[src/rtl/spi_pkg.sv]
// Shared types and helpers for the SPI slave with stream FIFOs.
package spi_pkg;

  typedef enum logic {
    IDLE   = 1'b0,
    ACTIVE = 1'b1
  } state_t;

  // {cpol, cpha}
  localparam logic [1:0] SPI_MODE0 = 2'b00;
  localparam logic [1:0] SPI_MODE1 = 2'b01;
  localparam logic [1:0] SPI_MODE2 = 2'b10;
  localparam logic [1:0] SPI_MODE3 = 2'b11;

  function automatic int level_width(input int depth);
    return $clog2(depth + 1);
  endfunction

endpackage

[src/rtl/spi_sync_fifo.sv]
// First-word-fall-through synchronous FIFO; head entry is always on rd_data.
module spi_sync_fifo
  import spi_pkg::*;
#(
  parameter int unsigned WIDTH = 8,
  parameter int unsigned DEPTH = 4
) (
  input  logic                          clk,
  input  logic                          rst_n,
  input  logic                          wr_en,
  input  logic [WIDTH-1:0]              wr_data,
  output logic                          full,
  input  logic                          rd_en,
  output logic [WIDTH-1:0]              rd_data,
  output logic                          empty,
  output logic [level_width(DEPTH)-1:0] level
);

  localparam int unsigned AW = $clog2(DEPTH);
  localparam int unsigned LW = level_width(DEPTH);

  logic [WIDTH-1:0] mem [DEPTH];
  logic [AW-1:0]    wr_ptr, rd_ptr;
  logic             do_push, do_pop;

  assign empty   = (level == '0);
  assign full    = (level == LW'(DEPTH));
  assign rd_data = mem[rd_ptr];
  assign do_pop  = rd_en && !empty;
  // A pop in the same cycle frees the slot, so a full FIFO can still accept.
  assign do_push = wr_en && (!full || do_pop);

  always_ff @(posedge clk) begin
    if (do_push) mem[wr_ptr] <= wr_data;
  end

  always_ff @(posedge clk) begin
    if (!rst_n) begin
      wr_ptr <= '0;
      rd_ptr <= '0;
      level  <= '0;
    end else begin
      if (do_push) wr_ptr <= wr_ptr + 1'b1;
      if (do_pop)  rd_ptr <= rd_ptr + 1'b1;
      if (do_push && !do_pop)      level <= level + 1'b1;
      else if (!do_push && do_pop) level <= level - 1'b1;
    end
  end

endmodule

[src/rtl/spi_slave_fifo.sv]
// SPI slave with multi-word bursts per CS frame, per-frame mode latching and
// valid/ready RX/TX streams buffered by FWFT FIFOs.
module spi_slave_fifo
  import spi_pkg::*;
#(
  parameter int unsigned           DATA_WIDTH    = 8,
  parameter int unsigned           FIFO_DEPTH    = 4,
  parameter logic [DATA_WIDTH-1:0] UNDERRUN_FILL = '0,
  parameter int unsigned           SYNC_STAGES   = 3
) (
  input  logic                               clk,
  input  logic                               rst_n,
  input  logic                               sclk,
  input  logic                               cs_n,
  input  logic                               mosi,
  output logic                               miso,
  output logic                               miso_oe,
  input  logic                               cpol,
  input  logic                               cpha,
  input  logic                               lsb_first,
  input  logic [DATA_WIDTH-1:0]              tx_data,
  input  logic                               tx_valid,
  output logic                               tx_ready,
  output logic [DATA_WIDTH-1:0]              rx_data,
  output logic                               rx_valid,
  input  logic                               rx_ready,
  output logic [$clog2(FIFO_DEPTH+1)-1:0]    tx_level,
  output logic [$clog2(FIFO_DEPTH+1)-1:0]    rx_level,
  output logic                               tx_underrun,
  output logic                               rx_overflow,
  output logic                               frame_end,
  output logic                               rx_partial
);

  localparam int unsigned BW = $clog2(DATA_WIDTH);
  localparam logic [BW-1:0] LAST_BIT = BW'(DATA_WIDTH - 1);

  logic [SYNC_STAGES-1:0] sclk_sync, cs_sync, mosi_sync;
  logic sclk_rise, sclk_fall, cs_fall, cs_rise, mosi_s;
  logic lead_edge, trail_edge, sample_edge, shift_edge;

  state_t state, state_d;
  logic cpol_l, cpha_l, lsb_l, cpol_d, cpha_d, lsb_d;
  logic skip_first, skip_d, load_pending, load_d;
  logic [BW-1:0] bit_cnt, bit_cnt_d;
  logic [DATA_WIDTH-1:0] shift_in, shift_in_d, shift_out, shift_out_d;
  logic word_load, rx_push, underrun_d, overflow_d, frame_end_d, partial_d;

  logic tx_full, tx_empty, tx_pop, rx_full, rx_empty, rx_pop;
  logic [DATA_WIDTH-1:0] tx_head;

  always_ff @(posedge clk) begin
    if (!rst_n) begin
      sclk_sync <= '0;
      cs_sync   <= '1;
      mosi_sync <= '0;
    end else begin
      sclk_sync <= {sclk_sync[SYNC_STAGES-2:0], sclk};
      cs_sync   <= {cs_sync[SYNC_STAGES-2:0], cs_n};
      mosi_sync <= {mosi_sync[SYNC_STAGES-2:0], mosi};
    end
  end

  assign sclk_rise   = sclk_sync[SYNC_STAGES-2] && !sclk_sync[SYNC_STAGES-1];
  assign sclk_fall   = !sclk_sync[SYNC_STAGES-2] && sclk_sync[SYNC_STAGES-1];
  assign cs_fall     = !cs_sync[SYNC_STAGES-2] && cs_sync[SYNC_STAGES-1];
  assign cs_rise     = cs_sync[SYNC_STAGES-2] && !cs_sync[SYNC_STAGES-1];
  assign mosi_s      = mosi_sync[SYNC_STAGES-1];
  assign lead_edge   = cpol_l ? sclk_fall : sclk_rise;
  assign trail_edge  = cpol_l ? sclk_rise : sclk_fall;
  assign sample_edge = cpha_l ? trail_edge : lead_edge;
  assign shift_edge  = cpha_l ? lead_edge : trail_edge;

  always_comb begin
    state_d     = state;
    cpol_d      = cpol_l;
    cpha_d      = cpha_l;
    lsb_d       = lsb_l;
    skip_d      = skip_first;
    load_d      = load_pending;
    bit_cnt_d   = bit_cnt;
    shift_in_d  = shift_in;
    shift_out_d = shift_out;
    word_load   = 1'b0;
    rx_push     = 1'b0;
    frame_end_d = 1'b0;
    partial_d   = 1'b0;
    case (state)
      IDLE: begin
        if (cs_fall) begin
          state_d   = ACTIVE;
          cpol_d    = cpol;
          cpha_d    = cpha;
          lsb_d     = lsb_first;
          bit_cnt_d = '0;
          skip_d    = cpha;
          load_d    = 1'b0;
          word_load = 1'b1;
        end
      end
      ACTIVE: begin
        // CS rise takes priority over any coincident SCLK edge.
        if (cs_rise) begin
          state_d     = IDLE;
          frame_end_d = 1'b1;
          partial_d   = (bit_cnt != '0);
        end else begin
          if (shift_edge) begin
            if (skip_first)        skip_d = 1'b0;
            else if (load_pending) begin
              word_load = 1'b1;
              load_d    = 1'b0;
            end else if (lsb_l)    shift_out_d = shift_out >> 1;
            else                   shift_out_d = shift_out << 1;
          end
          if (sample_edge) begin
            shift_in_d = lsb_l ? {mosi_s, shift_in[DATA_WIDTH-1:1]}
                               : {shift_in[DATA_WIDTH-2:0], mosi_s};
            if (bit_cnt == LAST_BIT) begin
              bit_cnt_d = '0;
              rx_push   = 1'b1;
              load_d    = 1'b1;
            end else begin
              bit_cnt_d = bit_cnt + 1'b1;
            end
          end
        end
      end
      default: state_d = IDLE;
    endcase
    if (word_load) shift_out_d = tx_empty ? UNDERRUN_FILL : tx_head;
    tx_pop     = word_load && !tx_empty;
    underrun_d = word_load && tx_empty;
    overflow_d = rx_push && rx_full && !rx_pop;
  end

  always_ff @(posedge clk) begin
    if (!rst_n) begin
      state        <= IDLE;
      cpol_l       <= 1'b0;
      cpha_l       <= 1'b0;
      lsb_l        <= 1'b0;
      skip_first   <= 1'b0;
      load_pending <= 1'b0;
      bit_cnt      <= '0;
      shift_in     <= '0;
      shift_out    <= '0;
      tx_underrun  <= 1'b0;
      rx_overflow  <= 1'b0;
      frame_end    <= 1'b0;
      rx_partial   <= 1'b0;
    end else begin
      state        <= state_d;
      cpol_l       <= cpol_d;
      cpha_l       <= cpha_d;
      lsb_l        <= lsb_d;
      skip_first   <= skip_d;
      load_pending <= load_d;
      bit_cnt      <= bit_cnt_d;
      shift_in     <= shift_in_d;
      shift_out    <= shift_out_d;
      tx_underrun  <= underrun_d;
      rx_overflow  <= overflow_d;
      frame_end    <= frame_end_d;
      rx_partial   <= partial_d;
    end
  end

  assign miso     = lsb_l ? shift_out[0] : shift_out[DATA_WIDTH-1];
  assign miso_oe  = (state == ACTIVE);
  assign tx_ready = !tx_full;
  assign rx_valid = !rx_empty;
  assign rx_pop   = rx_valid && rx_ready;

  spi_sync_fifo #(.WIDTH(DATA_WIDTH), .DEPTH(FIFO_DEPTH)) u_tx_fifo (
    .clk     (clk),
    .rst_n   (rst_n),
    .wr_en   (tx_valid && !tx_full),
    .wr_data (tx_data),
    .full    (tx_full),
    .rd_en   (tx_pop),
    .rd_data (tx_head),
    .empty   (tx_empty),
    .level   (tx_level)
  );

  spi_sync_fifo #(.WIDTH(DATA_WIDTH), .DEPTH(FIFO_DEPTH)) u_rx_fifo (
    .clk     (clk),
    .rst_n   (rst_n),
    .wr_en   (rx_push),
    .wr_data (shift_in_d),
    .full    (rx_full),
    .rd_en   (rx_pop),
    .rd_data (rx_data),
    .empty   (rx_empty),
    .level   (rx_level)
  );

endmodule

[config.mk]
export PLATFORM = sky130hd
export DESIGN_NAME = spi_slave_fifo
export DESIGN_NICKNAME = d
export VERILOG_FILES = /design/src/rtl/spi_pkg.sv /design/src/rtl/spi_sync_fifo.sv /design/src/rtl/spi_slave_fifo.sv
export SDC_FILE = /design/constraint.sdc
export NUM_CORES = 1
export LEC_CHECK = 0
export CELL_PAD_IN_SITES_DETAIL_PLACEMENT = 2
export CELL_PAD_IN_SITES_GLOBAL_PLACEMENT = 2
export CORE_AREA = 2 2 110 123
export CTS_CLUSTER_SIZE = 28
export DETAILED_ROUTE_END_ITERATION = 12
export DIE_AREA = 0 0 112 125
export HOLD_SLACK_MARGIN = 0.12
export PLACE_DENSITY = 0.8
export SLEW_MARGIN = 10
export SYNTH_ARGS = -nofsm -noshare
export SYNTH_HDL_FRONTEND = slang
export SYNTH_HIERARCHICAL = 1
export SYNTH_SLANG_ARGS = --single-unit
[constraint.sdc]
create_clock -name clk -period 4.05 [get_ports clk]
set_input_delay 0.81 -clock clk [delete_from_list [all_inputs] [get_ports clk]]
set_output_delay 0.81 -clock clk [all_outputs]
set_load 0.005 [all_outputs]
### Word level (Yosys, flattened, before mapping)

Memory sizes are Yosys's and may differ from the RTL's. A register that Yosys moved wholly into a read port is not among the register bits.
Index checks and enable logic that the tools add are counted.

| storage, ports and cells | value |
|---|---|
| output and inout port bits | 22 |
| word-level logic and storage cells | 149 |
| memory bits (writable) | 64 |
| bits in registers | 52 |
| memories | 2 |

Memory list:

| name | depth | bits a word | read ports | clocked after Yosys merged registers in | wr ports | RTL line | source |
|---|---|---|---|---|---|---|---|
| u_rx_fifo.mem | 4 | 8 | 1 | 1 | 1 | spi_sync_fifo.sv:22 | `logic [WIDTH-1:0] mem [DEPTH];` |
| u_tx_fifo.mem | 4 | 8 | 1 | 1 | 1 | spi_sync_fifo.sv:22 |  |

| cells by class | value |
|---|---|
| bitwise logic cells | 1 |
| mux-type cells | 58 |
| equality and inequality tests | 10 |
| $add $sub $neg | 9 |
| reductions and logical operators | 47 |

Operators with widths:

| kind | number |
|---|---|
| two-way mux 8 bit | 12 |
| two-way mux 1 bit | 29 |
| two-way mux 3 bit | 8 |
| logical AND 1 bit | 18 |
| zero test 1 bit | 13 |
| adder 3 x 1 -> 3 bit (second input constant) | 3 |
| equality test 3 bit (second input constant) | 3 |
| AND reduction 3 bit | 3 |
| adder 2 x 1 -> 2 bit (second input constant) | 4 |
| two-way mux 2 bit | 4 |
| inequality test 2 bit (second input constant) | 4 |
| one-hot mux 1 bit (2 select lines) | 4 |
| nonzero test 2 bit | 4 |
| zero test 3 bit | 2 |
| inequality test 2 x 1 -> 1 bit (second input constant) | 3 |
| one-hot mux 3 bit (2 select lines) | 1 |
| AND reduction 2 bit | 3 |
| subtractor 3 x 1 -> 3 bit (second input constant) | 2 |
| AND reduction 5 bit | 1 |
| nonzero test 3 bit | 1 |
| logical OR 1 bit | 2 |
| NOT 1 bit | 1 |

### Depth between registers and ports, before layout

Gate-level depths: netlist of run 1.

| logic depth | value |
|---|---|
| depth in word-level cells | 15 |
| gate-level depth with buffers | 14 |

### Modules after synthesis

The synthesis of run 1 kept the hierarchy.

By module, submodules not included:

| module | times used | area an instance (µm²) | cells an instance |
|---|---|---|---|
| spi_sync_fifo | 2 | 1644.1 | 90 |
| spi_slave_fifo | 1 | 1740.4 | 188 |

### Worst setup path before layout of run 1

OpenSTA, ideal clock, no wires.

| timing | value |
|---|---|
| path kind | register to register |
| start point | register cpha_l |
| end point | register u_tx_fifo.level[2] |
| stages on the path, launching flop included | 13 |
| path buffers | 0 |
| setup slack | 1.098 ns |
| data arrival time | 2.876 ns |
| data required time | 3.974 ns |
| cells stage by stage | dfxtp_1 -> xnor2_2 -> mux2i_2 -> o41a_2 -> nor2_1 -> inv_1 -> a21boi_4 -> ha_1 -> inv_1 -> fa_1 -> xor2_1 -> or3_1 -> a21boi_0 |

| on the way | value |
|---|---|
| cells in the longest elaborated chain, start to end | 11 |

RTL lines:

| what | RTL line | source |
|---|---|---|
| start, declared | spi_slave_fifo.sv:43 | `logic cpol_l, cpha_l, lsb_l, cpol_d, cpha_d, lsb_d;` |
| start signal, assigned | spi_slave_fifo.sv:155 | `cpha_l <= cpha_d;` |
| two-way mux 1 bit * | spi_slave_fifo.sv:72 | `assign shift_edge = cpha_l ? lead_edge : trail_edge;` |
| two-way mux 1 bit * | spi_slave_fifo.sv:108 | `if (shift_edge) begin` |
| two-way mux 1 bit * | spi_slave_fifo.sv:103 | `if (cs_rise) begin` |
| one-hot mux 1 bit (2 select lines) * | spi_slave_fifo.sv:88 | `case (state)` |
| logical AND 1 bit * | spi_slave_fifo.sv:132 | `tx_pop = word_load && !tx_empty;` |
| net tx_pop | spi_slave_fifo.sv:49 | `logic tx_full, tx_empty, tx_pop, rx_full, rx_empty, rx_pop;` |
| logical AND 1 bit * | spi_sync_fifo.sv:29 | `assign do_pop = rd_en && !empty;` |
| logical OR 1 bit * | spi_sync_fifo.sv:31 | `assign do_push = wr_en && (!full \|\| do_pop);` |
| logical AND 1 bit * | spi_sync_fifo.sv:31 |  |
| net u_tx_fifo.do_push | spi_sync_fifo.sv:24 | `logic do_push, do_pop;` |
| zero test 1 bit | spi_sync_fifo.sv:46 | `else if (!do_push && do_pop) level <= level - 1'b1;` |
| logical AND 1 bit | spi_sync_fifo.sv:46 |  |
| nonzero test 2 bit (no line) | - |  |
| end signal, assigned | spi_sync_fifo.sv:45 | `if (do_push && !do_pop) level <= level + 1'b1;` |
| end signal, assigned | spi_sync_fifo.sv:46 |  |
| end, declared | spi_sync_fifo.sv:16 | `output logic [level_width(DEPTH)-1:0] level` |

Mark *: on every way through the listed nets, which the timed path passes. The rest lies on a longest branch.
A chain may end at the register's enable or synchronous reset.

### Worst setup path after layout of run 1

Ends and elaborated chain as after synthesis.

==> results of run 1 <==
[layout make-up]
type | count | share of cell area (%)
clock inverters | 14 | 2.56
flip-flops and latches | 120 | 49.4
clock buffers | 18 | 6.97
well taps | 161 | 3.27
inverters | 16 | 0.975
repair buffers | 43 | 6.83
multi-input cells | 216 | 30.0
[Yosys cell counts, types with 2 or more instances]
library cell	n	area, um2
nor3b_2	2	25.0
o311ai_1	2	17.5
clkbuf_1	6	22.5
nor2b_1	5	31.3
a21oi_1	18	90.1
xor2_1	2	17.5
and2_1	22	138
inv_1	15	56.3
a31oi_1	7	43.8
o31ai_2	2	25.0
nor2_1	13	48.8
xnor2_1	6	52.6
or3_1	5	31.3
a21boi_4	2	37.5
nand2_1	26	97.6
buf_1	3	11.3
mux2i_1	15	150
mux4_2	16	360
fa_1	2	40.0
mux2_2	7	78.8
o21ai_0	10	50.1
nor3_1	3	15.0
buf_2	4	20.0
a21boi_0	2	15.0
ha_1	13	163
nand3b_1	8	60.1
a211oi_1	9	67.6
buf_4	2	15.0
dfxtp_1	56	1120
nand2b_1	5	31.3
edfxtp_1	64	1920
[metrics by stage]
step | power, mW | hold slack, ps
floorplan | 1.70 | 386
global placement | 1.83 | 400
detailed placement | 1.88 | 403
CTS | 3.39 | 416
global route | 3.48 | 456
finish | 3.35 | 412
[routing by layer]
metal | up-vias | GRT usage, %
li1 | 1442 | -
met1 | 1567 | 22.0
met2 | 46 | 34.5
met3 | 20 | 4.07
met4 | 0 | 6.81
met5 | - | 0
[cell families after synthesis]
logic type / count (synthesis)
fa+ha+maj: 15
mux: 39
xor+xnor: 9
buf+inv: 32
simple gates: 96
flops: 120
compound gates: 57
[critical path, stage by stage (launching register included)]
cell and delay, ps:
dfxtp_1 330, xnor2_2 260, mux2i_2 190, o41a_2 510, nor2_1 240, inv_1 110, a21boi_4 240, ha_1 230
inv_1 70, fa_1 430, xor2_1 160, or3_1 320, a21boi_0 190
[power groups by stage]
stage | clock [mW] | combinational, mW | sequential, mW
2_1_floorplan | 0 | 0.256 | 1.44
3_3_place_gp | 0 | 0.380 | 1.45
3_5_place_dp | 0 | 0.410 | 1.47
4_1_cts | 1.52 | 0.420 | 1.45
5_1_grt | 1.58 | 0.448 | 1.46
6_report | 1.50 | 0.409 | 1.44
[cell usage in the layout, fill, tap and decap left out, drive strengths merged, types with 8 or more instances in the layout]
cell           count
a211oi             9
a21oi             18
and2              22
clkbuf            18
clkdlybuf4s50     39
clkinv             9
dfxtp             56
edfxtp            64
ha                13
inv               15
mux2i             16
mux4              16
nand2             27
nand3b             8
nor2              13
o21ai             10
[registers in the layout, summed over array words and instances, names as in the netlist, 2 cells and up, named ones only]
name,cells
u_rx_fifo/mem,32
bit_cnt,3
shift_out,8
u_tx_fifo/mem,32
sclk_sync,3
mosi_sync,3
cs_sync,3
u_rx_fifo/rd_ptr,2
u_tx_fifo/rd_ptr,2
u_rx_fifo/level,3
u_tx_fifo/level,3
u_rx_fifo/wr_ptr,2
u_tx_fifo/wr_ptr,2
shift_in,8
[worst paths after layout]
kind,endpoint,slack [ps],depth (start not counted)
min reg2reg,cs_sync[1]$_SDFF_PN1_,410,1
max reg2reg,u_tx_fifo/level[2]$_SDFFE_PN0P_,680,12
max,u_tx_fifo/level[2]$_SDFFE_PN0P_,680,12
min,cs_sync[1]$_SDFF_PN1_,410,1
==> results.py, run 1 <==
metrics = {
    "sta": {
        "skew_ps": 9.47,
        "fin_ws_ps": 676,
        "post-route-period-util_pct": 83.3,
        "worst_pin_slew_ps": 600,
        "rsz0062_at_grt": "false",
        "max_slew_margin_pct": 59.8,
        "finalMaxSlewViolations": 0,
        "setup_tns_ps": 0,
        "post-route-min-period_ps": 3370,
        "max_freq_ghz": 0.296,
        "hold_violations": 0,
        "setup-violations-final": 0,
    },
    "global_routing": {
        "antenna_found_initial": 0,
        "grt_pass1_wl_um": 20100,
        "gr-total-overflow": 0,
        "grtUsageTotal_pct": 19.0,
        "grt_pass1_vias": 3528,
        "grt_max_degree": 42,
    },
    "synthesis": {
        "synth_edf_count": 64,
        "synth-seq-area-share_pct": 60.5,
        "synth_compound_area_share_pct": 8.43,
        "syn-cell-area_um2": 5030,
        "synthArstFlopShare_pct": 0,
        "synth-main-ff-cell": "edfxtp_1",
        "synth_top_family_by_area": "multiplexers",
        "synth_area_per_cell_um2": 13.7,
        "synth-seq-cells": 120,
        "yosys.area_share.simple_pct": 10.5,
        "synth_warnings": 6,
        "netlist_instances": 368,
        "muxShareOfSynthArea_pct": 12.0,
        "yosys.area_share.adder_pct": 4.03,
        "ys_types": 47,
        "synthXorXnorAreaFrac_pct": 1.72,
        "syn-num-nets": 401,
    },
    "final_layout": {
        "fin_nets": 447,
        "fin_cells": 588,
        "fin_util_pct": 47.8,
        "antennaDiodeCount": 0,
        "synthToLayoutAreaGrowth_pct": 22.4,
        "final_area_um2": 6160,
        "multiInputGateArea_um2": 1850,
        "fillers": 1244,
        "seq_area_um2": 3040,
        "drive_above_1_share_pct": 16.4,
    },
    "power": {
        "p_clk_share_pct": 44.7,
        "p_sw_share_pct": 24.3,
        "leakage_nw": 2.11,
        "p_switching_mw": 0.813,
        "pwr-share-comb_pct": 12.2,
        "ir_worst_vdd_uv": 296,
        "p_per_area_nw_per_um2": 544,
        "internal_power_mw": 2.53,
        "p_seq_share_pct": 43.1,
    },
    "clock_network": {
        "cts_tree": "built",
        "cts-hold-fix-buffers": 0,
        "cts-root-buf": "clkbuf_16",
        "cts.sinks": 120,
        "cts_max_level": 4,
        "cts_setup_buffers": 0,
        "path_clk_slew_ps": 50,
        "ctsResizeCount": 0,
        "insertion_delay_ps": 420,
        "clockBufferDepth": 2,
        "numCtsBuffers": 17,
    },
    "place": {
        "gp_congestion": 0.690,
        "placedCellCount": 556,
        "io_buffers": 39,
        "pre_cts_slack_ps": 629,
        "hpwl_um": 8120,
        "placed_area_um2": 5570,
    },
    "die": {
        "die_area_um2": 14000,
        "core_um2": 12900,
        "top_level_ports": 40,
        "fp.dieH_um": 125,
        "die_w_um": 112,
        "start_util_pct": 39.0,
        "rows": 44,
    },
    "route": {
        "wl_met1_um": 5060,
        "wl_per_cell_um": 21.1,
        "met3_wirelength_um": 276,
        "met2_wirelength_um": 6860,
        "top_layer_used": "met4",
        "drc_errors": 0,
        "routed_via_density": 5.23,
        "dr.pass1.iters": 4,
        "vias": 3075,
        "drt-initial-drc-count": 118,
        "ant_nets": 0,
        "wl_um": 12400,
    },
    "critical_path": {
        "r2r_start": "cpha_l$_SDFFE_PN0P_",
        "worstSetupStartpoint": "cpha_l$_SDFFE_PN0P_",
        "worst_setup_path_start_kind": "flop",
        "end_kind": "flop",
        "crit_required_ps": 4380,
        "crit_type": "flop to flop",
        "path_max_fanout": 8,
        "cp.arrival_ps": 3700,
    },
    "hold_path": {
        "min_from": "cs_sync[0]$_SDFF_PN1_",
        "hold_path_class": "flop to flop",
    },
    "status": {
        "status": "completed",
    },
    "job": {
        "cap_violations": 0,
    },
}
Power figures use the tool's default switching activity.
==> inputs of run 2 (changes only) <==
- clock period: 4.05 -> 3.2 ns (I/O delays scaled with it)
==> results.py, run 2 (synthesized netlist as in run 1, its figures left out) <==
metrics = {
    "status": {
        "status": "completed",
    },
    "sta": {
        "post-route-min-period_ps": 3000,
        "max_slew_margin_pct": 36.3,
        "rsz0062_at_grt": "false",
        "skew_ps": 7.70,
        "finalMaxSlewViolations": 0,
        "setup_tns_ps": 0,
        "hold_violations": 0,
        "worst_pin_slew_ps": 949,
        "setup-violations-final": 0,
        "post-route-period-util_pct": 93.7,
        "max_freq_ghz": 0.333,
    },
    "place": {
        "placedCellCount": 560,
        "hpwl_um": 7840,
        "placed_area_um2": 5600,
        "io_buffers": 39,
        "gp_congestion": 0.722,
    },
    "critical_path": {
        "worst_setup_path_start_kind": "flop",
        "end_kind": "flop",
        "path_max_fanout": 8,
        "crit_type": "flop to flop",
        "cp.arrival_ps": 3340,
        "crit_required_ps": 3540,
    },
    "clock_network": {
        "path_clk_slew_ps": 60,
        "insertion_delay_ps": 430,
        "cts.sinks": 120,
        "clockBufferDepth": 2,
        "cts-hold-fix-buffers": 0,
        "numCtsBuffers": 17,
        "cts_tree": "built",
        "cts-root-buf": "clkbuf_16",
        "cts_max_level": 4,
    },
    "power": {
        "finalPower_mw": 4.47,
        "p_per_area_nw_per_um2": 713,
        "leakage_nw": 2.17,
        "ir_worst_vdd_uv": 534,
    },
    "final_layout": {
        "fillers": 1215,
        "antennaDiodeCount": 0,
        "final_area_um2": 6280,
        "final_cell_mix": "64 x edfxtp_1, 56 x dfxtp_1, 39 x clkdlybuf4s50_1, 26 x nand2_1, 22 x and2_1",
        "drive_above_1_share_pct": 18.1,
        "final_common_cell": "edfxtp_1",
        "synthToLayoutAreaGrowth_pct": 24.8,
        "reg_top3": "u_rx_fifo/mem x32, u_tx_fifo/mem x32",
        "fin_util_pct": 48.7,
        "fin_nets": 452,
        "fin_cells": 593,
    },
    "die": {
        "core_um2": 12900,
        "start_util_pct": 39.0,
        "die_area_um2": 14000,
        "rows": 44,
        "die_w_um": 112,
        "top_level_ports": 40,
        "fp.dieH_um": 125,
    },
    "global_routing": {
        "grt_pass1_vias": 3598,
        "antenna_found_initial": 0,
        "grt_max_degree": 31,
        "grt_pass1_wl_um": 19800,
        "grtUsageTotal_pct": 18.9,
        "gr-total-overflow": 0,
    },
    "route": {
        "wl_um": 12100,
        "dr.pass1.iters": 4,
        "drc_errors": 0,
        "routed_via_density": 5.16,
        "ant_nets": 0,
        "vias": 3062,
        "wl_per_cell_um": 20.4,
        "drt-initial-drc-count": 120,
    },
    "hold_path": {
        "hold_path_class": "flop to flop",
    },
    "job": {
        "cap_violations": 0,
    },
}
==> run 2: changes by cell type in the layout (fill, tap and decap cells not counted), moves of 2 or more <==
cell       change
buf_4          +5
bufinv_16      +2
clkinv_2       -4
clkinv_4       +3
==> run 2: what timing repair did <==
action	in CTS	in global routing
hold endpoints to repair	0	0
cloned	0	0
setup endpoints to repair	1	1
setup buffers	0	1
pin swaps	1	1
gates resized for setup	2	2
==> run 2: area by class of cell <==
type	count	area [um2]	share of cell area, %
Clock buffer	17	425	6.78
Clock inverter	15	225	3.59
Inverter	16	60.1	0.957
Multi-Input combinational cell	216	1860	29.7
Sequential cell	120	3040	48.5
Tap cell	161	201	3.21
Timing Repair Buffer	48	458	7.30
==> run 2: worst paths after layout <==
kind                               from                               to  slack (ps)  depth (start not counted)
setup / recovery    cpha_l$_SDFFE_PN0P_  u_tx_fifo/level[2]$_SDFFE_PN0P_         200                         12
hold / removal    cs_sync[0]$_SDFF_PN1_            cs_sync[1]$_SDFF_PN1_         420                          1
setup reg to reg    cpha_l$_SDFFE_PN0P_  u_tx_fifo/level[2]$_SDFFE_PN0P_         200                         12
hold reg to reg   cs_sync[0]$_SDFF_PN1_            cs_sync[1]$_SDFF_PN1_         420                          1
==> run 2: per-stage QoR <==
step | setup slack (ps) | hold WS, ps
finish | 201 | 422
global route | 18.0 | 446
detailed placement | -12.0 | 416
CTS | 65.3 | 433
floorplan | 248 | 386
global placement | 242 | 397
==> run 2: power breakdown <==
| part | leakage [nW] | switching (mW) | internal, mW |
|---|---|---|---|
| clock network | 0.309 | 0.729 | 1.38 |
| logic | 0.818 | 0.293 | 0.273 |
| registers | 1.04 | 0.0634 | 1.73 |
==> run 2: per-layer routing <==
metal  global-route usage [%]  wire length, um
met4                     6.53              170
met5                        0                0
met2                     34.9             6760
met1                     20.2             4720
met3                     6.35              457
==> run 2: worst max-delay path, cell delays in order (launching register included) <==
cell	delay, ps
dfxtp_1	340
xnor2_2	240
mux2i_2	130
o41a_4	430
nor2_4	140
inv_1	90
a21boi_4	150
ha_1	210
inv_1	70
fa_1	440
xor2_1	180
or3_1	320
a21boi_0	190
==> inputs of run 3 (changes only) <==
==> constraint.sdc (replaced) <==
create_clock -name clk -period 2.9 [get_ports clk]
set_input_delay 0.87 -clock clk [delete_from_list [all_inputs] [get_ports clk]]
set_output_delay 0.87 -clock clk [all_outputs]
set_load 0.005 [all_outputs]
==> results.py, run 3 (synthesized netlist as in run 1, its figures left out) <==
metrics = {
    "status": {
        "status": "completed",
    },
    "die": {
        "die_w_um": 112,
        "die_area_um2": 14000,
        "core_um2": 12900,
        "fp.dieH_um": 125,
        "rows": 44,
        "top_level_ports": 40,
        "start_util_pct": 39.0,
    },
    "final_layout": {
        "fillers": 1251,
        "final_cell_mix": "64 x edfxtp_1, 53 x dfxtp_1, 39 x clkdlybuf4s50_1, 26 x nand2_1, 22 x and2_1",
        "fin_nets": 462,
        "synthToLayoutAreaGrowth_pct": 26.5,
        "drive_above_1_share_pct": 21.3,
        "antennaDiodeCount": 0,
        "final_area_um2": 6360,
        "reg_top3": "u_rx_fifo/mem x32, u_tx_fifo/mem x32",
        "final_common_cell": "edfxtp_1",
    },
    "route": {
        "drt-initial-drc-count": 108,
        "routed_via_density": 5.30,
        "dr.pass1.iters": 4,
        "vias": 3198,
        "wl_per_cell_um": 22.2,
        "ant_nets": 0,
        "drc_errors": 0,
        "wl_um": 13400,
    },
    "power": {
        "ir_worst_vdd_uv": 464,
        "p_per_area_nw_per_um2": 769,
        "leakage_nw": 2.22,
    },
    "clock_network": {
        "insertion_delay_ps": 420,
        "cts-root-buf": "clkbuf_16",
        "cts.sinks": 120,
        "cts_max_level": 4,
        "numCtsBuffers": 17,
        "cts_tree": "built",
        "clockBufferDepth": 2,
        "path_clk_slew_ps": 60,
    },
    "sta": {
        "finalMaxSlewViolations": 0,
        "max_slew_margin_pct": 59.0,
        "post-route-period-util_pct": 97.3,
        "post-route-min-period_ps": 2820,
        "hold_violations": 0,
        "skew_ps": 19.8,
        "max_freq_ghz": 0.354,
        "rsz0062_at_grt": "false",
        "worst_pin_slew_ps": 614,
        "fin_hold_ws_ps": 413,
        "setup-violations-final": 0,
    },
    "place": {
        "gp_congestion": 0.744,
        "hpwl_um": 7850,
        "placed_area_um2": 5660,
        "io_buffers": 39,
    },
    "critical_path": {
        "path_max_fanout": 6,
        "end_kind": "output port",
        "cp.arrival_ps": 1950,
        "crit_type": "flop to output port",
        "worst_setup_path_start_kind": "flop",
        "crit_required_ps": 2030,
    },
    "global_routing": {
        "grtUsageTotal_pct": 20.4,
        "grt_pass1_vias": 3749,
        "gr-total-overflow": 0,
        "antenna_found_initial": 0,
        "grt_max_degree": 31,
        "grt_pass1_wl_um": 21500,
    },
    "hold_path": {
        "hold_path_class": "flop to flop",
    },
    "job": {
        "cap_violations": 0,
    },
}
-- run 3: changes by cell type in the layout (fill, tap and decap cells not counted), sizes merged --
cell and delta:
buf +10, bufinv -1, clkinvlp -1, inv +2
-- run 3: layout make-up --
| cell class | count | area (um2) | share of cell area (%) |
|---|---|---|---|
| Clock buffer | 17 | 425 | 6.69 |
| Multi-Input combinational cell | 216 | 1890 | 29.7 |
| Sequential cell | 120 | 3050 | 47.9 |
| Clock inverter | 15 | 199 | 3.13 |
| Inverter | 16 | 60.1 | 0.944 |
| Tap cell | 161 | 201 | 3.17 |
| Timing Repair Buffer | 58 | 541 | 8.49 |
-- run 3: routing by layer --
metal | vias up | routed length, um | GRT usage [%]
met3 | 22 | 358 | 4.27
met2 | 60 | 7500 | 38.4
met1 | 1646 | 5270 | 22.3
li1 | 1470 | - | -
met4 | 0 | 266 | 7.89
met5 | - | 0 | 0
-- run 3: stage by stage --
stage | std cells | setup TNS (ps) | total power, mW | util [%] | setup WS (ps)
final | 603 | 0 | 4.89 | 49.4 | 77.3
after global routing | 603 | 0 | 5.08 | 49.4 | 2.61
after CTS | 603 | 0 | 4.93 | 49.1 | 4.86
after detailed placement | 568 | -370 | 2.63 | 44.0 | -187
after global placement | 568 | -95.0 | 2.58 | 44.0 | -57.5
after floorplan | 368 | 0 | 2.37 | - | 0.633
-- run 3: final timing paths --
path	from	to	slack [ps]	cells after the start
max reg2reg	cpha_l$_SDFFE_PN0P_	u_tx_fifo/level[2]$_SDFFE_PN0P_	160	12
max	flop	rx_data[0]	80	3
min reg2reg	cs_sync[0]$_SDFF_PN1_	cs_sync[1]$_SDFF_PN1_	410	1
min	cs_sync[0]$_SDFF_PN1_	cs_sync[1]$_SDFF_PN1_	410	1
-- run 3: repair_timing --
item / in CTS / in global routing
buffers inserted: 3 / 0
gates cloned: 0 / 0
hold endpoints to repair: 0 / 0
hold buffers: 0 / 0
resized for setup: 6 / 7
pin swaps: 3 / 2
setup endpoints to repair: 7 / 3
-- run 3: critical path: stages (launching register included) --
cell	delay, ps
dfxtp_2	390
buf_8	160
mux4_2	520
clkdlybuf4s50_1	460
-- run 3: where the power goes --
part           internal [mW]  leakage (nW)  total [mW]  switching, mW
Sequential              1.91          1.05        2.01          0.100
Combinational          0.323         0.869       0.627          0.304
Clock                   1.44         0.305        2.25          0.813
